$ cat src/rtl/multicycle_ctrl.sv
// -----------------------------------------------------------------------------
// multicycle_ctrl
//
// Main control FSM of the multi-cycle RV32I core. Every instruction walks
// through IF -> ID -> EX -> (MEM) -> (WB) and the FSM produces the strobes that
// steer the datapath in each step: instruction fetch request and IR load,
// data memory request / write, register-file write, write-back and next-PC
// selection, and the PC update itself. It also implements the ready
// handshakes with both memories (with an optional stall timeout), the halt
// request, illegal-opcode reporting and a retired-instruction counter.
//
// Parameters
//   CNT_W        width of the retired-instruction counter NUM_INST
//   MEM_TIMEOUT  stall cycles allowed on a memory before giving up (0 = never)
//
// Ports
//   CLK          clock, rising edge
//   RST          synchronous active-high reset
//   OPCODE       INSTR[6:0] from the instruction register (valid from ID on)
//   BR_TAKEN     branch condition from the ALU (valid in EX)
//   HALT_REQ     halt-pattern detect (sampled in ID)
//   I_MEM_READY  instruction memory data valid
//   D_MEM_READY  data memory access complete
//   I_MEM_REQ    instruction fetch request
//   IRWrite      load instruction register / enable decoder
//   D_MEM_REQ    data memory request
//   D_MEM_WE     data memory write (stores)
//   RF_WE        register-file write enable
//   WB_SEL       write-back select: 0 = ALU, 1 = load data, 2 = PC+4
//   PCWrite      PC register update
//   PC_SEL       next PC: 0 = PC+4, 1 = PC+IMM, 2 = (rs1+IMM) & ~1
//   ILLEGAL      one-cycle pulse on an unknown opcode
//   HALTED       sticky halt flag
//   ERR          sticky memory-timeout flag
//   NUM_INST     retired-instruction count (wraps)
//   STATE        debug view of the FSM: IF=0 ID=1 EX=2 MEM=3 WB=4 HALT=5
// -----------------------------------------------------------------------------
module multicycle_ctrl #(
  parameter int CNT_W       = 32,
  parameter int MEM_TIMEOUT = 0
) (
  input  logic             CLK,
  input  logic             RST,
  input  logic [6:0]       OPCODE,
  input  logic             BR_TAKEN,
  input  logic             HALT_REQ,
  input  logic             I_MEM_READY,
  input  logic             D_MEM_READY,
  output logic             I_MEM_REQ,
  output logic             IRWrite,
  output logic             D_MEM_REQ,
  output logic             D_MEM_WE,
  output logic             RF_WE,
  output logic [1:0]       WB_SEL,
  output logic             PCWrite,
  output logic [1:0]       PC_SEL,
  output logic             ILLEGAL,
  output logic             HALTED,
  output logic             ERR,
  output logic [CNT_W-1:0] NUM_INST,
  output logic [2:0]       STATE
);

  // RV32I major opcodes
  localparam logic [6:0] OP_R      = 7'b0110011;
  localparam logic [6:0] OP_IMM    = 7'b0010011;
  localparam logic [6:0] OP_LOAD   = 7'b0000011;
  localparam logic [6:0] OP_STORE  = 7'b0100011;
  localparam logic [6:0] OP_BRANCH = 7'b1100011;
  localparam logic [6:0] OP_JAL    = 7'b1101111;
  localparam logic [6:0] OP_JALR   = 7'b1100111;
  localparam logic [6:0] OP_LUI    = 7'b0110111;
  localparam logic [6:0] OP_AUIPC  = 7'b0010111;

  localparam logic [1:0] WB_ALU  = 2'd0;
  localparam logic [1:0] WB_LOAD = 2'd1;
  localparam logic [1:0] WB_PC4  = 2'd2;

  localparam logic [1:0] PC_PLUS4 = 2'd0;
  localparam logic [1:0] PC_REL   = 2'd1;
  localparam logic [1:0] PC_JALR  = 2'd2;

  // The wait counter only has to count up to MEM_TIMEOUT-1: the stall cycle
  // that would bring it to MEM_TIMEOUT is the one that branches to HALT.
  localparam bit              TIMEOUT_EN = (MEM_TIMEOUT > 0);
  localparam int              WAIT_W     = (MEM_TIMEOUT > 1) ? $clog2(MEM_TIMEOUT) : 1;
  localparam logic [WAIT_W-1:0] WAIT_LAST =
    WAIT_W'((MEM_TIMEOUT > 0) ? (MEM_TIMEOUT - 1) : 0);

  typedef enum logic [2:0] {
    S_IF   = 3'd0,
    S_ID   = 3'd1,
    S_EX   = 3'd2,
    S_MEM  = 3'd3,
    S_WB   = 3'd4,
    S_HALT = 3'd5
  } state_t;

  state_t              state_reg, state_next;
  logic [6:0]          opcode_reg;
  logic [WAIT_W-1:0]   wait_cnt_reg;
  logic [CNT_W-1:0]    num_inst_reg;
  logic                halted_reg;
  logic                err_reg;

  // Raw (pre-reset-gating) strobes from the next-state logic
  logic                i_mem_req;
  logic                ir_write;
  logic                d_mem_req;
  logic                d_mem_we;
  logic                rf_we;
  logic [1:0]          wb_sel;
  logic                pc_write;
  logic [1:0]          pc_sel;
  logic                illegal;
  logic                stall;
  logic                timeout;
  logic                retire;

  function automatic logic opcode_known(input logic [6:0] op);
    case (op)
      OP_R, OP_IMM, OP_LOAD, OP_STORE, OP_BRANCH,
      OP_JAL, OP_JALR, OP_LUI, OP_AUIPC: opcode_known = 1'b1;
      default:                           opcode_known = 1'b0;
    endcase
  endfunction

  // ---------------------------------------------------------------------------
  // State register and registered bookkeeping
  // ---------------------------------------------------------------------------
  always_ff @(posedge CLK) begin
    if (RST) begin
      state_reg    <= S_IF;
      opcode_reg   <= '0;
      wait_cnt_reg <= '0;
      num_inst_reg <= '0;
      halted_reg   <= 1'b0;
      err_reg      <= 1'b0;
    end else begin
      state_reg <= state_next;

      // Later stages decode from this copy; OPCODE itself is only trusted in ID.
      if (state_reg == S_ID) begin
        opcode_reg <= OPCODE;
      end

      if (state_next != state_reg) begin
        wait_cnt_reg <= '0;
      end else if (stall) begin
        wait_cnt_reg <= wait_cnt_reg + WAIT_W'(1);
      end

      if (retire) begin
        num_inst_reg <= num_inst_reg + CNT_W'(1);
      end

      // Any route into HALT (request or timeout) raises the sticky flag.
      if (state_next == S_HALT) begin
        halted_reg <= 1'b1;
      end

      if (timeout) begin
        err_reg <= 1'b1;
      end
    end
  end

  // ---------------------------------------------------------------------------
  // Next-state and strobe generation
  // ---------------------------------------------------------------------------
  always_comb begin
    state_next = state_reg;
    i_mem_req  = 1'b0;
    ir_write   = 1'b0;
    d_mem_req  = 1'b0;
    d_mem_we   = 1'b0;
    rf_we      = 1'b0;
    wb_sel     = WB_ALU;
    pc_write   = 1'b0;
    pc_sel     = PC_PLUS4;
    illegal    = 1'b0;
    stall      = 1'b0;
    timeout    = 1'b0;

    case (state_reg)
      S_IF: begin
        i_mem_req = 1'b1;
        ir_write  = I_MEM_READY;
        if (I_MEM_READY) begin
          state_next = S_ID;
        end else begin
          stall = 1'b1;
        end
      end

      S_ID: begin
        if (HALT_REQ) begin
          state_next = S_HALT;
        end else if (opcode_known(OPCODE)) begin
          state_next = S_EX;
        end else begin
          // Skip the bad word: advance the PC but do not count it as retired.
          illegal    = 1'b1;
          pc_write   = 1'b1;
          pc_sel     = PC_PLUS4;
          state_next = S_IF;
        end
      end

      S_EX: begin
        if (opcode_reg == OP_BRANCH) begin
          pc_write   = 1'b1;
          pc_sel     = BR_TAKEN ? PC_REL : PC_PLUS4;
          state_next = S_IF;
        end else if (opcode_reg == OP_LOAD || opcode_reg == OP_STORE) begin
          state_next = S_MEM;
        end else begin
          state_next = S_WB;
        end
      end

      S_MEM: begin
        d_mem_req = 1'b1;
        d_mem_we  = (opcode_reg == OP_STORE);
        if (D_MEM_READY) begin
          if (opcode_reg == OP_STORE) begin
            pc_write   = 1'b1;
            pc_sel     = PC_PLUS4;
            state_next = S_IF;
          end else begin
            state_next = S_WB;
          end
        end else begin
          stall = 1'b1;
        end
      end

      S_WB: begin
        rf_we    = 1'b1;
        pc_write = 1'b1;
        case (opcode_reg)
          OP_LOAD:          wb_sel = WB_LOAD;
          OP_JAL, OP_JALR:  wb_sel = WB_PC4;
          default:          wb_sel = WB_ALU;
        endcase
        case (opcode_reg)
          OP_JAL:  pc_sel = PC_REL;
          OP_JALR: pc_sel = PC_JALR;
          default: pc_sel = PC_PLUS4;
        endcase
        state_next = S_IF;
      end

      S_HALT: begin
        state_next = S_HALT;
      end

      default: begin
        state_next = S_IF;
      end
    endcase

    // The stall cycle that would make the counter reach MEM_TIMEOUT aborts.
    // Strobes of that cycle stay as they were so the stall looks uniform.
    if (TIMEOUT_EN && stall && (wait_cnt_reg == WAIT_LAST)) begin
      timeout    = 1'b1;
      state_next = S_HALT;
    end
  end

  assign retire = pc_write & ~illegal;

  // ---------------------------------------------------------------------------
  // Outputs: combinational strobes are silenced during reset so an in-flight
  // instruction can never leave a partial write behind.
  // ---------------------------------------------------------------------------
  assign I_MEM_REQ = i_mem_req & ~RST;
  assign IRWrite   = ir_write  & ~RST;
  assign D_MEM_REQ = d_mem_req & ~RST;
  assign D_MEM_WE  = d_mem_we  & ~RST;
  assign RF_WE     = rf_we     & ~RST;
  assign WB_SEL    = RST ? 2'd0 : wb_sel;
  assign PCWrite   = pc_write  & ~RST;
  assign PC_SEL    = RST ? 2'd0 : pc_sel;
  assign ILLEGAL   = illegal   & ~RST;
  assign STATE     = RST ? 3'd0 : state_reg;

  assign HALTED    = halted_reg;
  assign ERR       = err_reg;
  assign NUM_INST  = num_inst_reg;

endmodule

$ cat config.mk
export PLATFORM = sky130hd
export DESIGN_NAME = multicycle_ctrl
export DESIGN_NICKNAME = d
export VERILOG_FILES = /design/src/rtl/multicycle_ctrl.sv
export SDC_FILE = /design/constraint.sdc
export NUM_CORES = 1
export LEC_CHECK = 0
export BUFFER_PORTS_ARGS = -buffer_cell sky130_fd_sc_hd__buf_2
export CORE_MARGIN = 1
export CORE_UTILIZATION = 52
export DETAILED_ROUTE_END_ITERATION = 6
export PLACE_DENSITY = 0.79
export SLEW_MARGIN = 20
export SYNTH_ARGS = -nofsm -noshare
export SYNTH_HDL_FRONTEND = slang
export SYNTH_SLANG_ARGS = --single-unit
$ cat constraint.sdc
create_clock -name CLK -period 2.7 [get_ports CLK]
set_input_delay 0.135 -clock CLK [delete_from_list [all_inputs] [get_ports CLK]]
set_output_delay 0.135 -clock CLK [all_outputs]
set_load 0.05 [all_outputs]
==> qor.csv <==
stage,metric,value,unit
floorplanning,die area,4610,sq um
floorplanning,core area,4090,sq um
worst_setup_path,crit end category,output port,
timing,worst-margin pin slew,0.547,ns
yosys,yosys warns,0,
timing,min cycle time layout,2.54,ns
min_path,WHS Path Cells,3,
status,status,"finished, final reports clean",
detailed_routing,Routed Antenna Nets,0,
placed_design,Inst Count DP,375,
min_path,worst hold start,OPCODE[1],
detailed_routing,drt total wl,5.28,mm
power_and_ir_drop,Comb power frac,8.7,%
clock_tree,CTS Hold Bufs,0,
power_and_ir_drop,switching power,0.322,mW
timing,Fmax,394,MHz
worst_setup_path,crit-path cells,or4b_4 > a211oi_4 > buf_4 > nor2_1 > a21oi_1 > buf_2,
global_route,largest net degree at the start of global routing,40,
layout,ant diodes,0,
timing,PnR worst setup slack,0.159,ns
worst_setup_path,"Max FO, Critical Path",12,
clock_tree,"Gates resized, CTS repair",0,
power_and_ir_drop,Net Sw Frac,23.5,%
timing,Hold WS,0.0920,ns
worst_setup_path,R2R setup slack,0.31,ns
floorplanning,die width,67.9,um
clock_tree,"CTS clk-pin slew, worst paths",0.08,ns
worst_setup_path,"Arr. time, crit path",2.41,ns
global_route,gr usage total,23.2,%
yosys,Cells after Synth,280,
worst_setup_path,Critical Path RT,2.57,ns
detailed_routing,vias,2231,
timing,setup TNS,0,ns
layout,fraction of layout cells with a size suffix above 1,25.8,%
timing,setup violators final,0,
placed_design,gpl congestion,0.788,
worst_setup_path,Buf/Inv on CP,2,
yosys,"Distinct cells, synth",42,
worst_setup_path,crit path launch type,flop,
detailed_routing,DRC viols,0,
detailed_routing,initial detailed-routing violation count,169,
worst_setup_path,Crit-path slowest cell,or4b_4,
timing,final slew viol count,0,
clock_tree,Max Root-Sink Buffers,2,
detailed_routing,vias per inst,5.83,
yosys,Main synth FF type,dfxtp_1,
clock_tree,later-pin clock latency in the skew report,0.30,ns
worst_setup_path,Crit Path Category,reg -> out,
power_and_ir_drop,power per cell area,500,nW/um^2
timing,final-report hold violation count,0,
clock_tree,postcts setup bufs,0,
placed_design,post-DP HPWL,3.68,mm
layout,Layout area overhead,21.4,%
floorplanning,row count,23,
clock_tree,Root Buffer Master,clkbuf_8,
yosys,Synthesized Nets,294,
floorplanning,Die Y,67.9,um
worst_setup_path,Crit Reg-Reg Endpoint,NUM_INST[24],
yosys,"EDFF count, synth",0,
yosys,syn_area_per_cell,8.07,sq um
run,max cap viols,0,
worst_setup_path,"slowest stage delay, CP",0.52,ns
power_and_ir_drop,Clk pwr share,43.1,%
layout,max FFs per register,32,
yosys,fraction of registers with async set/reset,0,%
power_and_ir_drop,Reg power frac,48.2,%
placed_design,PortBufs,59,
placed_design,DP Worst Slack,0.330,ns
layout,fin cells,383,
clock_tree,total CTS buffers,5,
timing,clock skew,0.00408,ns
worst_setup_path,r2r worst-path depth,5,
min_path,worst min-delay path endpoint,opcode_reg[1],
timing,Rel. slew slack,63.5,%
timing,period utilisation layout,94.1,%
layout,most frequent cells in the layout,"buf_2, dfxtp_1, a21oi_1, nor2_1",
power_and_ir_drop,VDD IR-drop max,0.397,mV
layout,"most common cell after layout, fill and taps aside",buf_2,
detailed_routing,TritonRoute pass-1 iters,4,
worst_setup_path,Reg-to-Reg Start,state_reg[1],
yosys,synthesized cell area,2260,sq um
min_path,Hold Path Class,in -> reg,
worst_setup_path,critical path's top delay family,simple AND/OR/NAND/NOR gates,
detailed_routing,drt wl/cell,13.8,um
clock_tree,TritonCTS clock tree,done,
clock_tree,H-tree depth,2,
floorplanning,Top Ports,61,
layout,nets,346,
yosys,post-synthesis sequential area ratio,38.1,%
timing,unrepaired setup endpoints after global routing,no,
global_route,first-pass GRT wire length,8.16,mm
clock_tree,clk sink count,43,
yosys,"FF+latch count, synth",43,
global_route,vias in the first global route,1792,
global_route,gr ovfl total,0,
global_route,initial antenna violation count,0,
power_and_ir_drop,Pint,1.05,mW
floorplanning,initial core utilization,55.3,%
power_and_ir_drop,leakage power,1.06,nW
[per-layer routing]
metal	GRT usage, %	vias up	routed length (um)
met5	0	-	0
met3	4.17	10	217
met4	8.59	0	88
met2	37.7	53	2520
met1	30.4	1050	2450
li1	-	1118	-
[layout make-up]
type	instances	area, sq um
Clock buffer	6	72.6
Clock inverter	2	60.1
Fill cell	347	1340
Inverter	8	30.0
Multi-Input combinational cell	210	1330
Sequential cell	43	861
Tap cell	50	62.6
Timing Repair Buffer	64	333
[worst min-delay path, delay by kind of cell]
kind | cells | cell delay [ns]
AND/OR/NAND/NOR | 1 | 0.05
buffers and inverters | 1 | 0.10
AO/OA/AOI/OAI | 1 | 0.05
[cells in the mapped netlist (all sizes together), types with 9 or more instances]
cell	count	share of area [%]
nand3	9	2.0
clkbuf	14	2.3
o21ai	19	4.5
nor2b	9	2.5
dfxtp	43	38
xor2	14	5.4
nand2	17	2.8
o31ai	9	3.0
nor2	29	4.8
or4	10	3.3
a21oi	29	6.4
[logic make-up after synthesis]
logic type / synth area share (%)
xor+xnor: 5.81
buf+inv: 4.76
simple gates: 28.3
compound gates: 21.3
flops: 38.1
mux: 0.997
other cells: 0.166
fa+ha+maj: 0.554
[power groups by stage]
stage          logic, mW  registers (mW)  clock network [mW]
3_3_place_gp       0.118           0.675                   0
6_report           0.119           0.661               0.591
4_1_cts            0.119           0.661               0.597
5_1_grt            0.130           0.664               0.629
3_5_place_dp       0.118           0.676                   0
2_1_floorplan     0.0871           0.676                   0
[worst max path at each step]
stage,from,to,slack (ns),cells after the start
3_3_place_gp,state_reg[1],NUM_INST[24],0.46,5
2_1_floorplan,state_reg[0],D_MEM_WE,0.11,6
5_1_grt,state_reg[1],PCWrite,0.07,6
4_1_cts,state_reg[1],PCWrite,0.18,6
6_report,state_reg[1],PCWrite,0.16,6
3_5_place_dp,state_reg[1],NUM_INST[24],0.33,5
[per-stage QoR]
stage / power [mW] / util, % / area, sq um
after detailed placement: 0.794 / 63.9 / 2610
final: 1.37 / 67.1 / 2740
after floorplan: 0.763 / - / 2290
after global routing: 1.42 / 67.1 / 2740
after global placement: 0.793 / 63.9 / 2610
after CTS: 1.38 / 67.1 / 2740
Note: power is estimated with default switching activity, not from simulation.
